===== config.mk =====
export PLATFORM = sky130hd
export DESIGN_NAME = sequence_detector_1011_flat
export DESIGN_NICKNAME = d
export VERILOG_FILES = /design/src/rtl/sequence_detector_1011_pkg.sv /design/src/rtl/sequence_detector_1011_if.sv /design/src/rtl/sequence_detector_1011.sv /design/src/flat_wrapper.sv
export SDC_FILE = /design/constraint.sdc
export NUM_CORES = 1
export LEC_CHECK = 0
export CAP_MARGIN = 10
export CORE_AREA = 3 3 40 42
export DETAILED_ROUTE_END_ITERATION = 6
export DIE_AREA = 0 0 43 45
export HOLD_SLACK_MARGIN = 0.15
export PLACE_DENSITY = 0.3
export SLEW_MARGIN = 30
export SYNTH_ARGS = -nofsm -noshare
export SYNTH_HDL_FRONTEND = slang
export SYNTH_SLANG_ARGS = --single-unit
export TNS_END_PERCENT = 5

===== constraint.sdc =====
create_clock -name clk -period 1.86 [get_ports clk]
set_input_delay 0.279 -clock clk [delete_from_list [all_inputs] [get_ports clk]]
set_output_delay 0.279 -clock clk [all_outputs]
set_load 0.01 [all_outputs]

===== src/rtl/sequence_detector_1011_pkg.sv =====
`default_nettype none
// ============================================================================
// seq_det_pkg : constants, state-width helper and KMP next-state builder
// Revision    : 1.0
// ============================================================================
package seq_det_pkg;

  localparam int         SEQ_DET_MAX_LEN         = 16;
  localparam int         SEQ_DET_DEFAULT_LEN     = 4;
  localparam logic [3:0] SEQ_DET_DEFAULT_PATTERN = 4'b1011;

  // Progress states of the default 1011 detector.
  typedef enum logic [2:0] {
    S0 = 3'd0,
    S1 = 3'd1,
    S2 = 3'd2,
    S3 = 3'd3,
    S4 = 3'd4
  } seq_det_state_e;

  function automatic int seq_det_state_w(input int len);
    return $clog2(len + 1);
  endfunction

  // Longest pattern prefix that is a suffix of (current prefix, x).
  // The received history is held LSB-newest in an integer shift image.
  function automatic int seq_det_next(input logic [15:0] pat, input int len,
                                      input bit overlap, input int k, input bit x);
    int unsigned p;
    int unsigned seq;
    int unsigned mask;
    int          m;
    int          best;
    p = 32'(pat);
    if (k >= len) begin
      if (overlap) begin
        seq = p & ((32'd1 << (len - 1)) - 32'd1);
        m   = len - 1;
      end else begin
        seq = 32'd0;
        m   = 0;
      end
    end else begin
      seq = p >> (len - k);
      m   = k;
    end
    seq  = (seq << 1) | 32'(x);
    m    = m + 1;
    best = 0;
    for (int j = 1; j <= len; j++) begin
      mask = (32'd1 << j) - 32'd1;
      if ((j <= m) && (((seq ^ (p >> (len - j))) & mask) == 32'd0)) begin
        best = j;
      end
    end
    return best;
  endfunction

endpackage
`default_nettype wire


===== src/rtl/sequence_detector_1011_if.sv =====
`default_nettype none
// ============================================================================
// sequence_detector_1011_if : serial data in / match flag out
// Revision : 1.0
// ============================================================================
interface sequence_detector_1011_if;
  logic x;
  logic z;

  modport master (output x, input  z);
  modport slave  (input  x, output z);
endinterface
`default_nettype wire


===== src/rtl/sequence_detector_1011.sv =====
`default_nettype none
// ============================================================================
// sequence_detector_1011 : Moore serial pattern detector, elaborated KMP table
// Revision : 1.0
// ============================================================================
module sequence_detector_1011
  import seq_det_pkg::*;
#(
  parameter int LEN     = SEQ_DET_DEFAULT_LEN,
  parameter     PATTERN = SEQ_DET_DEFAULT_PATTERN,
  parameter int OVERLAP = 1
) (
  input  logic                     clk,
  input  logic                     reset,
  sequence_detector_1011_if.slave  bus
);

  localparam int              C_SW    = seq_det_state_w(LEN);
  localparam int              C_DEPTH = 1 << C_SW;
  localparam logic [15:0]     C_PAT   = 16'(PATTERN);
  localparam logic [C_SW-1:0] C_LAST  = C_SW'(LEN);

  if ((LEN < 2) || (LEN > SEQ_DET_MAX_LEN)) begin : g_bad_len
    $fatal(1, "sequence_detector_1011: LEN out of range 2..16");
  end
  if ($bits(PATTERN) != LEN) begin : g_bad_pattern
    $fatal(1, "sequence_detector_1011: PATTERN width differs from LEN");
  end

  // Table is padded to a power of two so unreachable codes fall back to 0.
  logic [C_SW-1:0] next_tbl [C_DEPTH][2];

  for (genvar k = 0; k < C_DEPTH; k++) begin : g_state
    for (genvar b = 0; b < 2; b++) begin : g_bit
      localparam int C_NEXT = (k <= LEN)
                            ? seq_det_next(C_PAT, LEN, OVERLAP != 0, k, b != 0)
                            : 0;
      assign next_tbl[k][b] = C_SW'(C_NEXT);
    end
  end

  logic [C_SW-1:0] ps_q;
  logic [C_SW-1:0] ps_d;
  logic            z_q;

  always_comb begin
    ps_d = next_tbl[ps_q][bus.x];
  end

  // z_q tracks (ps_q == LEN) one-for-one, but comes straight from a flop.
  always_ff @(posedge clk) begin
    if (reset) begin
      ps_q <= '0;
      z_q  <= 1'b0;
    end else begin
      ps_q <= ps_d;
      z_q  <= (ps_d == C_LAST);
    end
  end

  assign bus.z = z_q;

endmodule
`default_nettype wire


===== src/flat_wrapper.sv =====
// flat-port wrapper written by rule: the top's interface ports become plain ports
module sequence_detector_1011_flat import seq_det_pkg::*;
#(
  parameter int LEN     = SEQ_DET_DEFAULT_LEN,
  parameter     PATTERN = SEQ_DET_DEFAULT_PATTERN,
  parameter int OVERLAP = 1
)
  (clk, reset, bus_x, bus_z);
  sequence_detector_1011_if bus_i ();
  input  logic clk;
  input  logic reset;
  input wire logic [$bits(bus_i.x)-1:0] bus_x;
  output wire logic [$bits(bus_i.z)-1:0] bus_z;
  assign bus_i.x = bus_x;
  assign bus_z = bus_i.z;
  sequence_detector_1011 #(.LEN(LEN), .PATTERN(PATTERN), .OVERLAP(OVERLAP)) u_core (.clk(clk), .reset(reset), .bus(bus_i));
endmodule

==> results.py, run 1 <==
metrics = {
    "outcome": {
        "status": "completed",
    },
    "cells_and_area": {
        "final_util_pct": 17.7,
        "nNetsFinal": 24,
        "diodes": 0,
        "layout_commonest_cell": "dfxtp_1",
        "n_fill_cell": 133,
        "area_growth_syn_to_layout_pct": 45.6,
        "layout_common_cells": "dfxtp_1 (4), nor3b_1 (3), clkbuf_4 (3), clkdlybuf4s50_1 (3)",
        "layout-drive-gt1-share_pct": 15.8,
        "layout.cells.non_filler": 34,
    },
    "global_route": {
        "antenna_found_initial": 0,
        "grt_pass1_wl_um": 462,
        "grt_usage_pct": 4.00,
        "grt_max_degree": 7,
        "overflow": 0,
        "grt_pass1_vias": 111,
    },
    "timing": {
        "slew_viol_final": 0,
        "clock.fmax_mhz": 751,
        "finalSetupViolCount": 0,
        "tns_ns": 0,
        "timing.hold.ws_ns": 0.543,
        "fin_crit_sh_pct": 71.6,
        "finalHoldViolCount": 0,
        "rsz0062_at_grt": "false",
        "tightestPinTransition_ns": 0.162,
        "relSlewSlack_pct": 89.2,
        "finalClockSkew_ns": 0.00250,
        "period_needed_ns": 1.33,
    },
    "die": {
        "io_pins": 4,
        "start_util_pct": 12.2,
        "core_um2": 1280,
        "die_w_um": 43,
        "die_y_um": 45,
        "die-area_um2": 1940,
        "num_rows": 13,
    },
    "cts": {
        "clk_path_buf_depth": 2,
        "ctsHtreeMaxLevel": 1,
        "cts-root-buf": "clkbuf_4",
        "cts_tree": "built",
        "clock_sinks": 4,
        "clkLatencyLatePin_ns": 0.23,
        "cts_resized": 0,
        "clkSlewWorstSetupHoldPaths_ns": 0.04,
        "numCtsBuffers": 3,
        "post-cts-setup-buffers": 0,
        "hold_buffers": 0,
    },
    "synthesis": {
        "avgSynthCellArea_um2": 12.0,
        "syn_nets": 16,
        "yosys.cell_types.count": 8,
        "ys_top_cells_by_area": "dfxtp_1 (51%), nor3b_1 (14%), or4bb_1 (7.2%)",
        "yosys_warnings": 0,
        "synth_largest_area_cell": "dfxtp_1",
        "synth-seq-cells": 4,
        "synth_top_area_share_pct": 51.2,
        "netlist_instances": 13,
        "netlist_area_um2": 156,
        "seq_area_frac_synth_pct": 51.2,
    },
    "place": {
        "place_inst": 31,
        "gp_congestion": 0.682,
        "io_buffers": 3,
    },
    "critical_path": {
        "path_cells": "clkdlybuf4s50_1",
        "max_stage_delay_ns": 0.52,
        "path_buf_inv": 1,
        "crit_type": "reg -> out",
        "regToRegEndpoint": "u_core.ps_q[1]$_SDFF_PP0_",
        "crit_fanout": 1,
        "r2r-start": "u_core.ps_q[1]$_SDFF_PP0_",
        "slowest_stage": "clkdlybuf4s50_1",
        "critPathCapture": "bus_z",
        "critPathTopFamily": "buffers and inverters",
        "worstSetupStartpointType": "flop",
        "ff2ff_path_depth": 2,
        "crit_required_ns": 1.58,
        "critPathLaunch": "u_core.bus.z$_SDFF_PP0_",
        "reg2reg_setup_slack_ns": 0.78,
        "cp-end-kind": "output port",
        "arrival_ns": 1.05,
        "cp.depth": 1,
    },
    "power_and_ir_drop": {
        "power_density_nw_per_um2": 906,
        "total_power_uw": 206,
        "p_leak_nw": 0.0717,
        "irDropWorstVdd_mv": 0.316,
    },
    "flow_run": {
        "maxCapViolCount": 0,
    },
    "route": {
        "wl_met1_um": 143,
        "vias": 125,
        "drc": 0,
        "routed-wl-met3_um": 33,
        "drt_iter0_markers": 1,
        "routed_wl_um": 281,
        "wl_met2_um": 98,
        "maxUsedRoutingLayer": "met4",
        "wl_per_cell_um": 8.26,
        "dr.pass1.iters": 2,
        "ant_nets": 0,
        "viasPerCell": 3.68,
    },
    "hold_path": {
        "hp-class": "reg -> reg",
    },
}
cell usage after synthesis, drive strengths merged:
cell    number
nand3b       1
or4bb        1
dfxtp        4
a31oi        1
maj3         1
nor3b        3
or3b         1
or4b         1
logic make-up after synthesis:
logic type	count (synthesis)	share of synthesized area, %
compound gates	1	4.00
simple gates	7	38.4
flops	4	51.2
fa+ha+maj	1	6.40
per-stage QoR:
stage | instance area (um2) | worst slack (ns)
6_report | 228 | 0.528
5_1_grt | 228 | 0.500
3_3_place_gp | 205 | 0.344
3_5_place_dp | 205 | 0.357
2_1_floorplan | 156 | 0.843
4_1_cts | 228 | 0.515
final cells by class:
class | instances | area, um2 | share of cell area (%)
timing repair buffer | 3 | 30.0 | 13.2
sequential | 4 | 80.1 | 35.2
tap | 15 | 18.8 | 8.24
multi-input combinational | 9 | 76.3 | 33.5
clock buffer | 3 | 22.5 | 9.89
per-layer routing:
metal,vias to the layer above,GRT usage [%]
met5,-,0
met1,53,3.86
met2,4,3.29
met4,0,3.61
li1,66,-
met3,2,5.98
where the power goes:
part           internal [mW]  switching [mW]
logic                0.00709         0.00347
clock network         0.0720          0.0331
registers             0.0886         0.00215
total                  0.168          0.0387
how the worst min path moves through the flow:
stage / startpoint / slack, ns / endpoint / cells after the start
5_1_grt: u_core.ps_q[1]$_SDFF_PP0_ / 0.57 / u_core.bus.z$_SDFF_PP0_ / 2
3_3_place_gp: u_core.ps_q[0]$_SDFF_PP0_ / 0.55 / u_core.bus.z$_SDFF_PP0_ / 2
6_report: u_core.ps_q[1]$_SDFF_PP0_ / 0.54 / u_core.bus.z$_SDFF_PP0_ / 2
3_5_place_dp: u_core.ps_q[1]$_SDFF_PP0_ / 0.53 / u_core.bus.z$_SDFF_PP0_ / 2
2_1_floorplan: reset / 0.35 / u_core.ps_q[1]$_SDFF_PP0_ / 1
4_1_cts: u_core.ps_q[0]$_SDFF_PP0_ / 0.54 / u_core.bus.z$_SDFF_PP0_ / 2
flip-flops by register name (all words and copies together), names as in the netlist:
register,count
u_core.bus.z,1
u_core.ps_q,3
tightest hold or removal path, cell delays in order (launching register included):
cell,delay (ns)
dfxtp_1,0.32
nand3b_1,0.11
nor3b_1,0.05
Power figures use the tool's default switching activity.
==> run 2: changes to the inputs <==
==> constraint.sdc (replaced) <==
create_clock -name clk -period 1.25 [get_ports clk]
set_input_delay 0.1875 -clock clk [delete_from_list [all_inputs] [get_ports clk]]
set_output_delay 0.1875 -clock clk [all_outputs]
set_load 0.01 [all_outputs]
==> results.py, run 2 (synthesis results as in run 1) <==
metrics = {
    "cts": {
        "clkSlewWorstSetupHoldPaths_ns": 0.04,
        "clock_sinks": 4,
        "ctsHtreeMaxLevel": 1,
        "clkLatencyLatePin_ns": 0.23,
        "cts_resized": 1,
        "numCtsBuffers": 3,
        "clk_path_buf_depth": 2,
        "hold_buffers": 0,
        "cts-root-buf": "clkbuf_4",
        "cts_tree": "built",
        "post-cts-setup-buffers": 0,
    },
    "global_route": {
        "grt_max_degree": 6,
        "antenna_found_initial": 0,
        "grt_pass1_wl_um": 489,
        "overflow": 0,
        "grt_pass1_vias": 125,
        "grt_usage_pct": 3.91,
    },
    "route": {
        "ant_nets": 0,
        "drt_iter0_markers": 5,
        "dr.pass1.iters": 4,
        "viasPerCell": 3.83,
        "drc": 0,
        "wl_per_cell_um": 8.91,
        "vias": 134,
        "routed_wl_um": 312,
    },
    "flow_run": {
        "maxCapViolCount": 0,
    },
    "power_and_ir_drop": {
        "clock_power_share_pct": 50.5,
        "internal_power_uw": 251,
        "power_density_nw_per_um2": 1320,
        "power.share.switching_pct": 18.9,
        "switchingPower_uw": 58.6,
        "pwr-share-comb_pct": 6.0,
        "p_seq_share_pct": 43.5,
        "irDropWorstVdd_mv": 0.471,
        "p_leak_nw": 0.0813,
    },
    "die": {
        "num_rows": 13,
        "die-area_um2": 1940,
        "core_um2": 1280,
        "start_util_pct": 12.2,
        "die_y_um": 45,
        "die_w_um": 43,
        "io_pins": 4,
    },
    "timing": {
        "fin_crit_sh_pct": 91.1,
        "finalWorstSetupSlack_ns": 0.111,
        "tightestPinTransition_ns": 0.172,
        "relSlewSlack_pct": 88.5,
        "clock.fmax_mhz": 878,
        "finalSetupViolCount": 0,
        "slew_viol_final": 0,
        "finalClockSkew_ns": 0.00326,
        "timing.hold.ws_ns": 0.554,
        "period_needed_ns": 1.14,
        "tns_ns": 0,
        "finalHoldViolCount": 0,
        "rsz0062_at_grt": "false",
    },
    "cells_and_area": {
        "area_growth_syn_to_layout_pct": 49.6,
        "n_fill_cell": 146,
        "diodes": 0,
        "layout-drive-gt1-share_pct": 20.0,
        "layout_common_cells": "dfxtp_1 (4), nor3b_1 (3), clkbuf_4 (3)",
        "largest_reg_flops": 3,
        "layout_commonest_cell": "dfxtp_1",
        "largest-register": "u_core.ps_q",
        "nNetsFinal": 25,
    },
    "critical_path": {
        "critPathTopFamily": "simple AND/OR/NAND/NOR gates",
        "path_buf_inv": 1,
        "slowest_stage": "or4b_1",
        "reg2reg_setup_slack_ns": 0.18,
        "path_cells": "clkdlybuf4s50_1 -> or4b_1 -> a31oi_1",
        "arrival_ns": 1.30,
        "cp-end-kind": "flop",
        "crit_required_ns": 1.41,
        "crit_fanout": 4,
        "r2r-start": "u_core.ps_q[1]$_SDFF_PP0_",
        "ff2ff_path_depth": 2,
        "regToRegEndpoint": "u_core.ps_q[1]$_SDFF_PP0_",
        "worstSetupStartpointType": "input pin",
        "crit_type": "in -> reg",
        "max_stage_delay_ns": 0.53,
    },
    "place": {
        "preCtsSetupSlack_ns": -0.118,
        "gp_congestion": 0.693,
        "io_buffers": 3,
    },
    "hold_path": {
        "hp-class": "reg -> reg",
        "holdPathStages": 2,
        "min_to": "u_core.ps_q[2]$_SDFF_PP0_",
        "min-delay-start": "u_core.ps_q[1]$_SDFF_PP0_",
    },
    "outcome": {
        "status": "completed",
    },
}
[run 2: how the worst max path moves through the flow]
| stage | from | end | slack [ns] | depth (start not counted) |
|---|---|---|---|---|
| 2_1_floorplan | u_core.ps_q[1]$_SDFF_PP0_ | u_core.ps_q[1]$_SDFF_PP0_ | 0.23 | 2 |
| 3_3_place_gp | bus_x | u_core.ps_q[1]$_SDFF_PP0_ | -0.12 | 3 |
| 3_5_place_dp | bus_x | u_core.ps_q[1]$_SDFF_PP0_ | -0.12 | 3 |
| 4_1_cts | bus_x | u_core.ps_q[1]$_SDFF_PP0_ | 0.12 | 3 |
| 5_1_grt | bus_x | u_core.ps_q[1]$_SDFF_PP0_ | 0.06 | 3 |
| 6_report | bus_x | u_core.ps_q[1]$_SDFF_PP0_ | 0.11 | 3 |
[run 2: metrics by stage]
stage	cell area, um2	cells	power (mW)	utilization, %
after floorplan	156	13	0.142	-
after CTS	234	35	0.318	18.2
after global placement	213	32	0.155	16.6
after global routing	234	35	0.330	18.2
after detailed placement	213	32	0.155	16.6
final	234	35	0.310	18.2
[run 2: worst register-to-register path: stages (launching register included)]
cell	delay, ns
dfxtp_1	0.35
or4bb_1	0.49
a31oi_1	0.16
[run 2: power by group through the flow]
| stage | registers (mW) | logic (mW) | clock network, mW |
|---|---|---|---|
| 3_3_place_gp | 0.137 | 0.0182 | 0 |
| 3_5_place_dp | 0.137 | 0.0182 | 0 |
| 6_report | 0.135 | 0.0185 | 0.157 |
| 4_1_cts | 0.135 | 0.0185 | 0.165 |
| 5_1_grt | 0.135 | 0.0197 | 0.175 |
| 2_1_floorplan | 0.136 | 0.00598 | 0 |
[run 2: final cells by class]
cell class              instances  area (um2)  share of cell area, %
well taps                      15        18.8                   8.02
multi-input cells               9        76.3                   32.6
clock buffers                   3        22.5                   9.63
flip-flops and latches          4        80.1                   34.2
repair buffers                  4        36.3                   15.5
[run 2: per-layer routing]
layer | GRT usage [%] | wire [um] | vias to the layer above
li1 | - | - | 67
met1 | 3.86 | 149 | 62
met3 | 5.98 | 43 | 0
met2 | 4.79 | 119 | 5
met5 | 0 | 0 | -
met4 | 0 | 0 | 0
==> run 3: changes to the inputs <==
--- a/config.mk
+++ b/config.mk
@@ -5,6 +5,7 @@
 export SDC_FILE = /design/constraint.sdc
 export NUM_CORES = 1
 export LEC_CHECK = 0
+export ABC_CLOCK_PERIOD_IN_PS = 1250
 export CAP_MARGIN = 10
 export CORE_AREA = 3 3 40 42
 export DETAILED_ROUTE_END_ITERATION = 6
==> results of run 3 <==
Same layout as run 2: the final DEF is identical, and so are final timing and power.
